==> src/rtl/lsu_sw_in_if.sv <==
// LSU data-bus port of the switch/key input window: load and store requests
// plus the registered load response.
interface lsu_sw_in_if;
   logic        ld_en;
   logic        st_en;
   logic [2:0]  datamode;
   logic        ld_unsigned;
   logic [3:0]  addr;
   logic [31:0] data_in;
   logic [31:0] data_o;
   logic        ld_valid;

   modport master (
      output ld_en, st_en, datamode, ld_unsigned, addr, data_in,
      input  data_o, ld_valid
   );

   modport slave (
      input  ld_en, st_en, datamode, ld_unsigned, addr, data_in,
      output data_o, ld_valid
   );
endinterface

==> src/rtl/lsu_sw_in.sv <==
// Switch/push-button input peripheral: synchronizes and debounces the board
// inputs, counts key presses and serves loads from a 16-byte register window.
module lsu_sw_in #(
   parameter int DEBOUNCE_CYCLES = 16
) (
   input  logic        clk_i,
   input  logic        rst_i,
   input  logic [17:0] sw_i,
   input  logic [3:0]  key_i,
   lsu_sw_in_if.slave  bus
);

   localparam int CNT_W = $clog2(DEBOUNCE_CYCLES + 1);
   // Compared before the increment, so the flip lands DEBOUNCE_CYCLES+1 edges
   // after the synchronized key first differs.
   localparam logic [CNT_W-1:0] CNT_LAST  = CNT_W'(DEBOUNCE_CYCLES);
   localparam logic [3:0]       FLAG_ADDR = 4'h5;

   function automatic logic [31:0] ext_load(input logic [31:0] raw,
                                            input logic [2:0]  mode,
                                            input logic        uns);
      logic signed [7:0]  b;
      logic signed [15:0] h;
      b = raw[7:0];
      h = raw[15:0];
      case (mode)
         3'd0:    ext_load = uns ? {24'h0, raw[7:0]}  : {{24{b[7]}}, b};
         3'd1:    ext_load = uns ? {16'h0, raw[15:0]} : {{16{h[15]}}, h};
         default: ext_load = raw;
      endcase
   endfunction

   function automatic logic [2:0] lane_count(input logic [2:0] mode);
      case (mode)
         3'd0:    lane_count = 3'd1;
         3'd1:    lane_count = 3'd2;
         default: lane_count = 3'd4;
      endcase
   endfunction

   function automatic logic [2:0] rise_count(input logic [3:0] r);
      rise_count = 3'(r[0]) + 3'(r[1]) + 3'(r[2]) + 3'(r[3]);
   endfunction

   logic [17:0]      sw_p0, sw_p1;
   logic [3:0]       key_p0, key_p1;
   logic [3:0]       key_stable_p2, key_stable_nxt;
   logic [CNT_W-1:0] db_cnt_p2  [4];
   logic [CNT_W-1:0] db_cnt_nxt [4];
   logic [3:0]       rise;
   logic [3:0]       press_flag, press_flag_nxt;
   logic [31:0]      press_count, press_count_nxt;
   logic [2:0]       n_lanes;
   logic [7:0]       st_byte;
   logic [3:0]       st_clr;
   logic             unused_st_hi;
   logic [7:0]       win [16];
   logic [31:0]      ld_raw;

   // Stage p0/p1: two-flop synchronizers; keys inverted so 1 = pressed
   always_ff @(posedge clk_i) begin
      if (rst_i) begin
         sw_p0  <= '0;
         sw_p1  <= '0;
         key_p0 <= '0;
         key_p1 <= '0;
      end else begin
         sw_p0  <= sw_i;
         sw_p1  <= sw_p0;
         key_p0 <= ~key_i;
         key_p1 <= key_p0;
      end
   end

   // Stage p2: per-key debounce counters and stable key state
   always_comb begin
      key_stable_nxt = key_stable_p2;
      for (int k = 0; k < 4; k++) begin
         db_cnt_nxt[k] = '0;
         if (key_p1[k] != key_stable_p2[k]) begin
            if (db_cnt_p2[k] == CNT_LAST) begin
               key_stable_nxt[k] = ~key_stable_p2[k];
            end else begin
               db_cnt_nxt[k] = db_cnt_p2[k] + CNT_W'(1);
            end
         end
      end
   end

   assign rise    = key_stable_nxt & ~key_stable_p2;
   assign n_lanes = lane_count(bus.datamode);

   always_comb begin
      st_byte = '0;
      for (int i = 0; i < 4; i++) begin
         if ((3'(i) < n_lanes) && ((bus.addr + 4'(i)) == FLAG_ADDR)) begin
            st_byte = bus.data_in[8*i +: 8];
         end
      end
      st_clr = bus.st_en ? st_byte[3:0] : 4'h0;
   end

   assign unused_st_hi = ^st_byte[7:4];

   // A press arriving on the same edge as a clear keeps its flag set.
   assign press_flag_nxt  = (press_flag & ~st_clr) | rise;
   assign press_count_nxt = press_count + 32'(rise_count(rise));

   always_comb begin
      for (int j = 0; j < 16; j++) begin
         win[j] = '0;
      end
      win[0]  = sw_p1[7:0];
      win[1]  = sw_p1[15:8];
      win[2]  = {6'h0, sw_p1[17:16]};
      win[4]  = {4'h0, key_stable_p2};
      win[5]  = {4'h0, press_flag};
      win[8]  = press_count[7:0];
      win[9]  = press_count[15:8];
      win[10] = press_count[23:16];
      win[11] = press_count[31:24];
      ld_raw  = '0;
      for (int i = 0; i < 4; i++) begin
         ld_raw[8*i +: 8] = win[bus.addr + 4'(i)];
      end
   end

   always_ff @(posedge clk_i) begin
      if (rst_i) begin
         key_stable_p2 <= '0;
         for (int k = 0; k < 4; k++) begin
            db_cnt_p2[k] <= '0;
         end
         press_flag  <= '0;
         press_count <= '0;
      end else begin
         key_stable_p2 <= key_stable_nxt;
         for (int k = 0; k < 4; k++) begin
            db_cnt_p2[k] <= db_cnt_nxt[k];
         end
         press_flag  <= press_flag_nxt;
         press_count <= press_count_nxt;
      end
   end

   // Load response register: reads the window as it stood before this edge
   always_ff @(posedge clk_i) begin
      if (rst_i) begin
         bus.data_o   <= '0;
         bus.ld_valid <= 1'b0;
      end else begin
         bus.ld_valid <= bus.ld_en;
         if (bus.ld_en) begin
            bus.data_o <= ext_load(ld_raw, bus.datamode, bus.ld_unsigned);
         end
      end
   end

endmodule

==> src/flat_wrapper.sv <==
// flat-port wrapper written by rule: the top's interface ports become plain ports
module lsu_sw_in_flat 
#(
   parameter int DEBOUNCE_CYCLES = 16
)
  (clk_i, rst_i, sw_i, key_i, bus_ld_en, bus_st_en, bus_datamode, bus_ld_unsigned, bus_addr, bus_data_in, bus_data_o, bus_ld_valid);
  lsu_sw_in_if bus_i ();
  input  logic clk_i;
  input  logic rst_i;
  input  logic [17:0] sw_i;
  input  logic [3:0] key_i;
  input wire logic [$bits(bus_i.ld_en)-1:0] bus_ld_en;
  input wire logic [$bits(bus_i.st_en)-1:0] bus_st_en;
  input wire logic [$bits(bus_i.datamode)-1:0] bus_datamode;
  input wire logic [$bits(bus_i.ld_unsigned)-1:0] bus_ld_unsigned;
  input wire logic [$bits(bus_i.addr)-1:0] bus_addr;
  input wire logic [$bits(bus_i.data_in)-1:0] bus_data_in;
  output wire logic [$bits(bus_i.data_o)-1:0] bus_data_o;
  output wire logic [$bits(bus_i.ld_valid)-1:0] bus_ld_valid;
  assign bus_i.ld_en = bus_ld_en;
  assign bus_i.st_en = bus_st_en;
  assign bus_i.datamode = bus_datamode;
  assign bus_i.ld_unsigned = bus_ld_unsigned;
  assign bus_i.addr = bus_addr;
  assign bus_i.data_in = bus_data_in;
  assign bus_data_o = bus_i.data_o;
  assign bus_ld_valid = bus_i.ld_valid;
  lsu_sw_in #(.DEBOUNCE_CYCLES(DEBOUNCE_CYCLES)) u_core (.clk_i(clk_i), .rst_i(rst_i), .sw_i(sw_i), .key_i(key_i), .bus(bus_i));
endmodule
==> config.mk <==
export PLATFORM = sky130hd
export DESIGN_NAME = lsu_sw_in_flat
export DESIGN_NICKNAME = d
export VERILOG_FILES = /design/src/rtl/lsu_sw_in_if.sv /design/src/rtl/lsu_sw_in.sv /design/src/flat_wrapper.sv
export SDC_FILE = /design/constraint.sdc
export NUM_CORES = 1
export LEC_CHECK = 0
export CAP_MARGIN = 0
export CORE_ASPECT_RATIO = 0.9
export CORE_MARGIN = 1
export CORE_UTILIZATION = 35
export CTS_CLUSTER_DIAMETER = 100
export DETAILED_ROUTE_END_ITERATION = 7
export SETUP_SLACK_MARGIN = 0.05
export SLEW_MARGIN = 40
export SYNTH_ARGS = -nofsm -noshare
export SYNTH_HDL_FRONTEND = slang
export SYNTH_SLANG_ARGS = --single-unit
==> constraint.sdc <==
create_clock -name clk_i -period 5.5 [get_ports clk_i]
set_input_delay 1.1 -clock clk_i [delete_from_list [all_inputs] [get_ports clk_i]]
set_output_delay 1.1 -clock clk_i [all_outputs]
set_load 0.03 [all_outputs]
### Word-level counts from Yosys, hierarchy flattened

Memory sizes are Yosys's and may differ from the RTL's.
Cells that the tools add are included.

* bits in registers: 117
* RAM bits: 20
* output and inout port bits: 33
* logic and storage cells: 109
* memories: 1

Memory list
* u_core.db_cnt_p2: words 4, bits a word 5, rd ports 4, clocked after memory_dff 0, write ports 4, RTL line lsu_sw_in.sv:48 `logic [CNT_W-1:0] db_cnt_p2 [4];`

* order comparisons: 8
* $add $sub $neg: 11
* reductions and logical operators: 5
* equality and inequality tests: 13
* bitwise operators: 18
* muxes and demuxes: 44

Operators by type and width (number)
* $bmux 8 s4: 4
* $mux 32: 2
* $mux 8: 8
* $pmux 32 s2: 1
* $mux 5: 12
* $add 32x3->32: 1
* $add 5x1->5 const B: 4
* $eq 5x5->1 const B: 4
* $ge 5x5->1 const B: 4
* $mux 4: 5
* $not 4->5: 4
* $eq 4x3->1 const B: 4
* $not 4->4: 3
* $mux 1: 11
* $add 4x2->4 const B: 2
* $and 4x4->4: 2
* $add 3x1->3: 2
* $lt 1x3->1 const A: 2
* $lt 2x3->1 const A: 2
* $pmux 3 s2: 1
* $add 4x1->4 const B: 1
* $logic_and 1x1->1: 4
* $ne 1x1->1: 4
* $not 1->1: 4
* 5 further kinds: 8

### Depth between registers and ports, before layout

Gate-level depths: netlist (run 1).

* depth in word-level cells: 12
* depth in mapped cells: 19
* depth with buffers taken out: 19

### Worst setup path after synthesis (run 1)

No wires, ideal clock.

* path type: reg-to-reg
* from: memory u_core.db_cnt_p2[0][0] (netlist bit)
* to: register u_core.press_count[18]
* period minus slack after synthesis: 3.464 ns
* data required time: 5.427 ns
* stages on the path, launching flop included: 19
* path buffers: 0
* arrival: 3.391 ns
* path slack: 2.036 ns
* cell sequence: dfxtp_1 -> inv_1 -> ha_1 -> nand2_1 -> nor3_1 -> nand3b_1 -> inv_1 -> ha_1 -> inv_1 -> fa_1 -> inv_1 -> ha_1 -> inv_1 -> fa_1 -> nand2b_1 -> a21oi_1 -> nand2_1 -> or3_1 -> a21oi_1

RTL lines
* from (decl): RTL line lsu_sw_in.sv:48
* to (signal assigned): RTL line lsu_sw_in.sv:142 `press_count <= press_count_nxt;`
* to (decl): RTL line lsu_sw_in.sv:52 `logic [31:0] press_count, press_count_nxt;`

==> results of run 1 <==
[cell type report]
class	instances	area [sq um]
Clock inverter	13	110.1
Inverter	26	97.59
Timing Repair Buffer	96	920.9
Tap cell	286	357.8
Sequential cell	137	2743
Multi-Input combinational cell	608	4313
Clock buffer	19	452.9
Fill cell	2110	11780
[worst min-delay path by stage]
stage	startpoint	end	slack [ns]	cells past startpoint
finish	u_core.sw_p0[7]$_SDFF_PP0_	u_core.sw_p1[7]$_SDFF_PP0_	0.43	1
global route	u_core.sw_p0[8]$_SDFF_PP0_	u_core.sw_p1[8]$_SDFF_PP0_	0.45	1
CTS	u_core.sw_p0[16]$_SDFF_PP0_	u_core.sw_p1[16]$_SDFF_PP0_	0.44	1
detailed placement	u_core.sw_p0[13]$_SDFF_PP0_	u_core.sw_p1[13]$_SDFF_PP0_	0.42	1
global placement	u_core.sw_p0[15]$_SDFF_PP0_	u_core.sw_p1[15]$_SDFF_PP0_	0.42	1
floorplan	u_core.key_p0[0]$_SDFF_PP0_	u_core.key_p1[0]$_SDFF_PP0_	0.41	1
[critical path, cell delays in order (launching register included)]
cell	delay [ns]
dfxtp_1	0.33
inv_1	0.06
ha_1	0.13
nand2_1	0.05
nor3_1	0.30
nand3b_1	0.18
inv_1	0.09
ha_1	0.22
inv_1	0.08
fa_1	0.41
inv_1	0.07
ha_1	0.16
inv_1	0.05
fa_1	0.39
nand2b_1	0.22
a21oi_1	0.48
nand2_1	0.18
or3_1	0.34
a21oi_1	0.13
[through the flow]
stage / util, % / cells / instance area (sq um)
2_1_floorplan: - / 821 / 7387
3_3_place_gp: 40.56 / 1153 / 8424
3_5_place_dp: 40.60 / 1153 / 8432
4_1_cts: 43.31 / 1185 / 8995
5_1_grt: 43.31 / 1185 / 8995
6_report: 43.31 / 1185 / 8995
[synth_stat cells (all sizes together), types with 5 or more instances]
master | instances | share of area (%)
mux4 | 13 | 4.0
nor3 | 19 | 1.3
ha | 20 | 3.4
nand3 | 34 | 2.3
dfxtp | 137 | 37
inv | 26 | 1.3
xnor2 | 19 | 2.5
mux2 | 22 | 3.4
o31ai | 6 | 0.68
a211oi | 18 | 2.5
nand4 | 8 | 0.68
and3 | 8 | 0.68
clkbuf | 31 | 1.6
o21ai | 40 | 2.8
o211ai | 5 | 0.51
or3 | 13 | 1.2
nand3b | 8 | 0.81
a31oi | 9 | 0.76
nand2 | 51 | 2.8
buf | 19 | 1.7
a21oi | 27 | 1.9
nor2 | 109 | 5.5
xor2 | 31 | 3.7
o221ai | 5 | 0.59
nor2b | 50 | 4.2
and4 | 8 | 0.95
mux2i | 42 | 5.7
[power breakdown]
part	leakage, nW	switching (mW)	internal [mW]	total [mW]
logic	1.88	0.174	0.126	0.299
clock network	0.267	0.481	0.613	1.09
registers	1.12	0.0173	1.02	1.04
[metal layers]
metal | up-vias | GRT usage (%) | part of all wire, %
met4 | 0 | 5.315 | 1.3
met3 | 20 | 3.737 | 6.3
met5 | - | 0 | 0
li1 | 3016 | - | -
met1 | 2899 | 26.46 | 50
met2 | 197 | 27.05 | 43
[registers in the layout (all words and copies together) (netlist names), 4 cells and up]
| name | flops |
|---|---|
| u_core.bus.data_o | 32 |
| u_core.press_count | 32 |
| u_core.db_cnt_p2 | 20 |
| u_core.sw_p0 | 18 |
| u_core.sw_p1 | 18 |
| u_core.key_p0 | 4 |
| u_core.key_p1 | 4 |
| u_core.key_stable_p2 | 4 |
| u_core.press_flag | 4 |
[kinds of logic after synthesis]
kind of cell | Yosys count
compound gates | 128
xor+xnor | 50
fa+ha+maj | 22
buf+inv | 76
flops | 137
mux | 77
simple gates | 331
==> results.json, run 1 <==
{
  "place_ws_ns": 1.453,
  "seq_area_frac_synth_pct": 37.13,
  "synth_warnings": 0,
  "vias": 6132,
  "maxSlewHeadroom_pct": 50.78,
  "cp.required_ns": 5.85,
  "postCtsHoldBufs": 0,
  "cts_tree": "done",
  "crit_end": "u_core.press_count[18]$_SDFF_PP0_",
  "synthArstFlopShare_pct": 0,
  "grt_pass1_wl_mm": 30.39,
  "status": "complete, no violations",
  "io_pins": 99,
  "fin_crit_sh_pct": 71.91,
  "cp-startpoint": "u_core.db_cnt_p2[0][0]$_SDFF_PP0_",
  "die_area_sq_um": 21690,
  "hold_viol_final": 0,
  "wire_per_inst_microns": 16.15,
  "ant_nets": 0,
  "p_leak_nw": 3.269,
  "synth_simple_gate_area_share_pct": 22.82,
  "final_nets": 974,
  "htreeDepth": 4,
  "ir_drop_mv": 0.1838,
  "gp_congestion": 0.8763,
  "via_per_inst": 5.175,
  "critPathCaptureType": "register",
  "hold_path_class": "reg2reg",
  "drv_slew": 0,
  "synthFlopType": "dfxtp_1",
  "total_power_mw": 2.431,
  "cts.sinks": 137,
  "synth_cell_types": 64,
  "synthAdderAreaFrac_pct": 3.930,
  "synth_edf_count": 0,
  "syn2layout_area_growth_pct": 21.76,
  "postCtsResizedCells": 0,
  "synth_fp_nets": 909,
  "r2r-start": "u_core.db_cnt_p2[0][0]$_SDFF_PP0_",
  "wl_mm": 19.14,
  "synth_cells": 821,
  "die_x_microns": 155.1,
  "clockBufferDepth": 2,
  "rsz0062_at_grt": "false",
  "reg2reg_depth": 18,
  "dp_hpwl_mm": 13.86,
  "synth-compound-area-share_pct": 12.35,
  "fin_setup_tns_ns": 0,
  "max_slew.worst_pin.slew_ns": 0.7322,
  "fin_crit_ns": 3.955,
  "muxShareOfSynthArea_pct": 13.01,
  "worst_setup_hold_path_clk_slew_ns": 0.06,
  "pwr_density_cell_nw_per_um2": 270.3,
  "initial_core_util_pct": 35.57,
  "rr_endpoint": "u_core.press_count[18]$_SDFF_PP0_",
  "rrSetupSlack_ns": 1.55,
  "coreArea_sq_um": 20770,
  "track_usage_pct": 18.26,
  "layout.cells.most_common": "dfxtp_1",
  "grt_max_degree": 72,
  "cp_max_fo": 6,
  "row_count": 50,
  "whs_ns": 0.4339,
  "setup_ws_ns": 1.545,
  "port_buffers": 82,
  "crit_arrival_ns": 4.31,
  "first_global_vias": 5633,
  "post_cts_buffers": 0,
  "antenna_found_initial": 0,
  "syn_area_per_cell_sq_um": 8.998,
  "crit_path_start_kind": "register",
  "drcViolationCount": 0,
  "drt-initial-drc-count": 645,
  "layout_common_cells": "dfxtp_1, nor2_1, clkdlybuf4s50_1, nand2_1, nor2b_1",
  "antenna_cells": 0,
  "drt_pre_antenna_iters": 5,
  "synth_area_sq_um": 7387,
  "ys_seq_elements": 137,
  "synth_top_family_by_area": "simple AND/OR/NAND/NOR gates",
  "clock_latency_ns": 0.42,
  "cts-buffers-inserted": 17,
  "fin_skew_ns": 0.007586,
  "setup_viol": 0,
  "path_class": "reg2reg",
  "synth-xor-area-share_pct": 6.182,
  "die-height_microns": 139.8,
  "layout-drive-gt1-share_pct": 12.12,
  "fmax_ghz": 0.2529,
  "grt_overflow_total": 0,
  "drv_cap": 0,
  "cts_root_buffer": "clkbuf_16"
}
No activity file was read; power rests on OpenSTA's default activity.
==> run 2: changes to the inputs <==
==> constraint.sdc (replaced) <==
create_clock -name clk_i -period 3.3 [get_ports clk_i]
set_input_delay 0.66 -clock clk_i [delete_from_list [all_inputs] [get_ports clk_i]]
set_output_delay 0.66 -clock clk_i [all_outputs]
set_load 0.03 [all_outputs]
==> run 2 against run 1 <==
The flow now finishes with violations (setup timing). Count of clock-buffer cells in the layout decreased by 1. Final cell count increased by 5.1%. Sequential share of layout area decreased by 2.2 points. Core utilization increased by 3.4 points. Largest cell class unchanged. Register-to-register slack got worse by 1.6 ns. Fmax increased by 17%. Worst hold slack improved by 0.0024 ns.
==> results.json, run 2 (synthesis results as in run 1) <==
{
  "vias": 6311,
  "rr_endpoint": "u_core.press_count[22]$_SDFF_PP0_",
  "crit_buf_inv": 6,
  "drv_cap": 0,
  "htreeDepth": 4,
  "fin_setup_tns_ns": -0.1701,
  "fin_skew_ns": 0.007669,
  "power_frac_comb_pct": 12.8,
  "fin_crit_ns": 3.388,
  "path_class": "reg2reg",
  "grt_pass1_wl_mm": 31.07,
  "p_leak_nw": 3.612,
  "pwr-share-seq_pct": 41.4,
  "antenna_found_initial": 0,
  "track_usage_pct": 18.65,
  "cts.sinks": 137,
  "crit_family": "adder cells",
  "clock_latency_ns": 0.43,
  "multi_input_area_sq_um": 4513,
  "whs_ns": 0.4363,
  "io_pins": 99,
  "die_area_sq_um": 21690,
  "crit_end": "u_core.press_count[22]$_SDFF_PP0_",
  "crit_path_start_kind": "register",
  "r2r-start": "u_core.db_cnt_p2[0][1]$_SDFF_PP0_",
  "first_global_vias": 5713,
  "cpPeakStageDelay_ns": 0.42,
  "rsz0062_at_grt": "true",
  "layout_common_cells": "dfxtp_1, nor2_1, clkdlybuf4s50_1, buf_4, nor2b_1",
  "dp_hpwl_mm": 14.39,
  "cts-buffers-inserted": 17,
  "critPathCaptureType": "register",
  "grt_overflow_total": 0,
  "placed_cell_area_sq_um": 8925,
  "row_count": 50,
  "die-height_microns": 139.8,
  "wire_per_inst_microns": 15.88,
  "top_regs": "u_core.bus.data_o (32), u_core.press_count (32), u_core.db_cnt_p2 (20)",
  "pwr-share-clk_pct": 45.8,
  "cp.required_ns": 3.62,
  "initial_core_util_pct": 35.57,
  "rrSetupSlack_ns": -0.09,
  "gp_congestion": 0.8904,
  "status": "finished with violations",
  "nFillCells": 2049,
  "crit_slowest_cell": "fa_2",
  "fin_crit_sh_pct": 102.7,
  "crit_arrival_ns": 3.70,
  "drcViolationCount": 0,
  "power.switching_mw": 1.107,
  "maxSlewHeadroom_pct": 56.06,
  "fmax_ghz": 0.2952,
  "antenna_cells": 0,
  "grt_max_degree": 88,
  "final_util_pct": 46.75,
  "die_x_microns": 155.1,
  "wl_mm": 19.77,
  "via_per_inst": 5.069,
  "reg2reg_depth": 19,
  "ir_drop_mv": 0.2853,
  "stdcell_area_sq_um": 9711,
  "drt-initial-drc-count": 538,
  "max_slew.worst_pin.slew_ns": 0.6552,
  "drt_pre_antenna_iters": 7,
  "violations": "setup timing",
  "intPower_mw": 3.069,
  "drv_slew": 0,
  "cts_root_buffer": "clkbuf_16",
  "netSwitchingFraction_pct": 26.51,
  "layout.cells.most_common": "dfxtp_1",
  "layout-drive-gt1-share_pct": 21.90,
  "hold_viol_final": 0,
  "hold_path_class": "reg2reg",
  "clockBufferDepth": 2,
  "syn2layout_area_growth_pct": 31.45,
  "worstSetupPathDepth": 19,
  "cp-startpoint": "u_core.db_cnt_p2[0][1]$_SDFF_PP0_",
  "coreArea_sq_um": 20770,
  "final_nets": 1034,
  "cp_max_fo": 6,
  "setup_viol": 7,
  "path_common_cell": "inv_2",
  "pwr_density_cell_nw_per_um2": 430.1,
  "ant_nets": 0,
  "port_buffers": 82,
  "cts_tree": "done",
  "setup_ws_ns": -0.08794,
  "worst_setup_hold_path_clk_slew_ns": 0.06,
  "regArea_sq_um": 2748,
  "cp_cell_sequence": "inv_2 -> ha_4 -> nand2_4 -> nor3_4 -> nand3b_1 -> inv_2 -> ha_4 -> inv_2 -> fa_2 -> inv_2 -> ha_4 -> inv_2 -> fa_2 -> nand2b_4 -> a2111oi_4 -> buf_4 -> and3_1 -> xnor2_1 -> nor2_1"
}
==> run 2: timing repair <==
item | CTS | global route
gates cloned | 0 | 0
endpoints found under the setup margin | 24 | 28
hold buffers | 0 | 0
setup buffers | 3 | 2
hold endpoints to repair | 0 | 0
gates resized for setup | 6 | 28
pin swaps | 6 | 9
==> run 2: metrics by stage <==
step	instances	setup WS [ns]	power [mW]
finish	1245	-0.08794	4.176
detailed placement	1208	-0.2389	2.290
CTS	1243	-0.1526	4.207
global placement	1208	-0.2152	2.286
global route	1245	-0.2513	4.326
floorplan	821	0.06313	2.074
==> run 2: worst min-delay path by stage <==
stage	from	to	cells after the start
3_3_place_gp	u_core.key_p0[2]$_SDFF_PP0_	u_core.key_p1[2]$_SDFF_PP0_	1
3_5_place_dp	u_core.sw_p0[2]$_SDFF_PP0_	u_core.sw_p1[2]$_SDFF_PP0_	1
6_report	u_core.sw_p0[2]$_SDFF_PP0_	u_core.sw_p1[2]$_SDFF_PP0_	1
2_1_floorplan	u_core.db_cnt_p2[1][0]$_SDFF_PP0_	u_core.db_cnt_p2[1][0]$_SDFF_PP0_	1
4_1_cts	u_core.sw_p0[2]$_SDFF_PP0_	u_core.sw_p1[2]$_SDFF_PP0_	1
5_1_grt	u_core.sw_p0[3]$_SDFF_PP0_	u_core.sw_p1[3]$_SDFF_PP0_	1
==> run 2: final cells by class <==
class	count	area share (%)
multi-input cells	608	46.48
flip-flops and latches	137	28.30
repair buffers	156	14.50
clock buffers	18	4.420
well taps	286	3.685
clock inverters	14	1.624
inverters	26	1.005
==> run 2: metal layers <==
metal  wire length [microns]  global-route usage (%)  up-vias
met4                     249                   5.315        0
met3                    1671                   5.388       22
li1                        -                       -     3129
met5                       0                   1.814        -
met1                    9685                   27.14     2936
met2                    8164                   26.17      224
==> run 2: worst reg2reg max path, stage by stage (launching register included) <==
cell	delay [ns]
dfxtp_2	0.32
inv_2	0.06
ha_4	0.14
nand2_4	0.05
nor3_4	0.13
nand3b_1	0.18
inv_2	0.11
ha_4	0.20
inv_2	0.05
fa_2	0.42
inv_2	0.08
ha_4	0.13
inv_2	0.04
fa_2	0.36
nand2b_4	0.16
a2111oi_4	0.32
buf_4	0.21
and3_1	0.16
xnor2_1	0.11
nor2_1	0.05
==> run 2: power by group through the flow <==
stage / logic (mW) / clock network (mW) / registers [mW]
6_report: 0.535 / 1.91 / 1.73
4_1_cts: 0.529 / 1.95 / 1.73
3_5_place_dp: 0.526 / 0 / 1.76
2_1_floorplan: 0.281 / 0 / 1.79
3_3_place_gp: 0.522 / 0 / 1.76
5_1_grt: 0.576 / 2.02 / 1.73
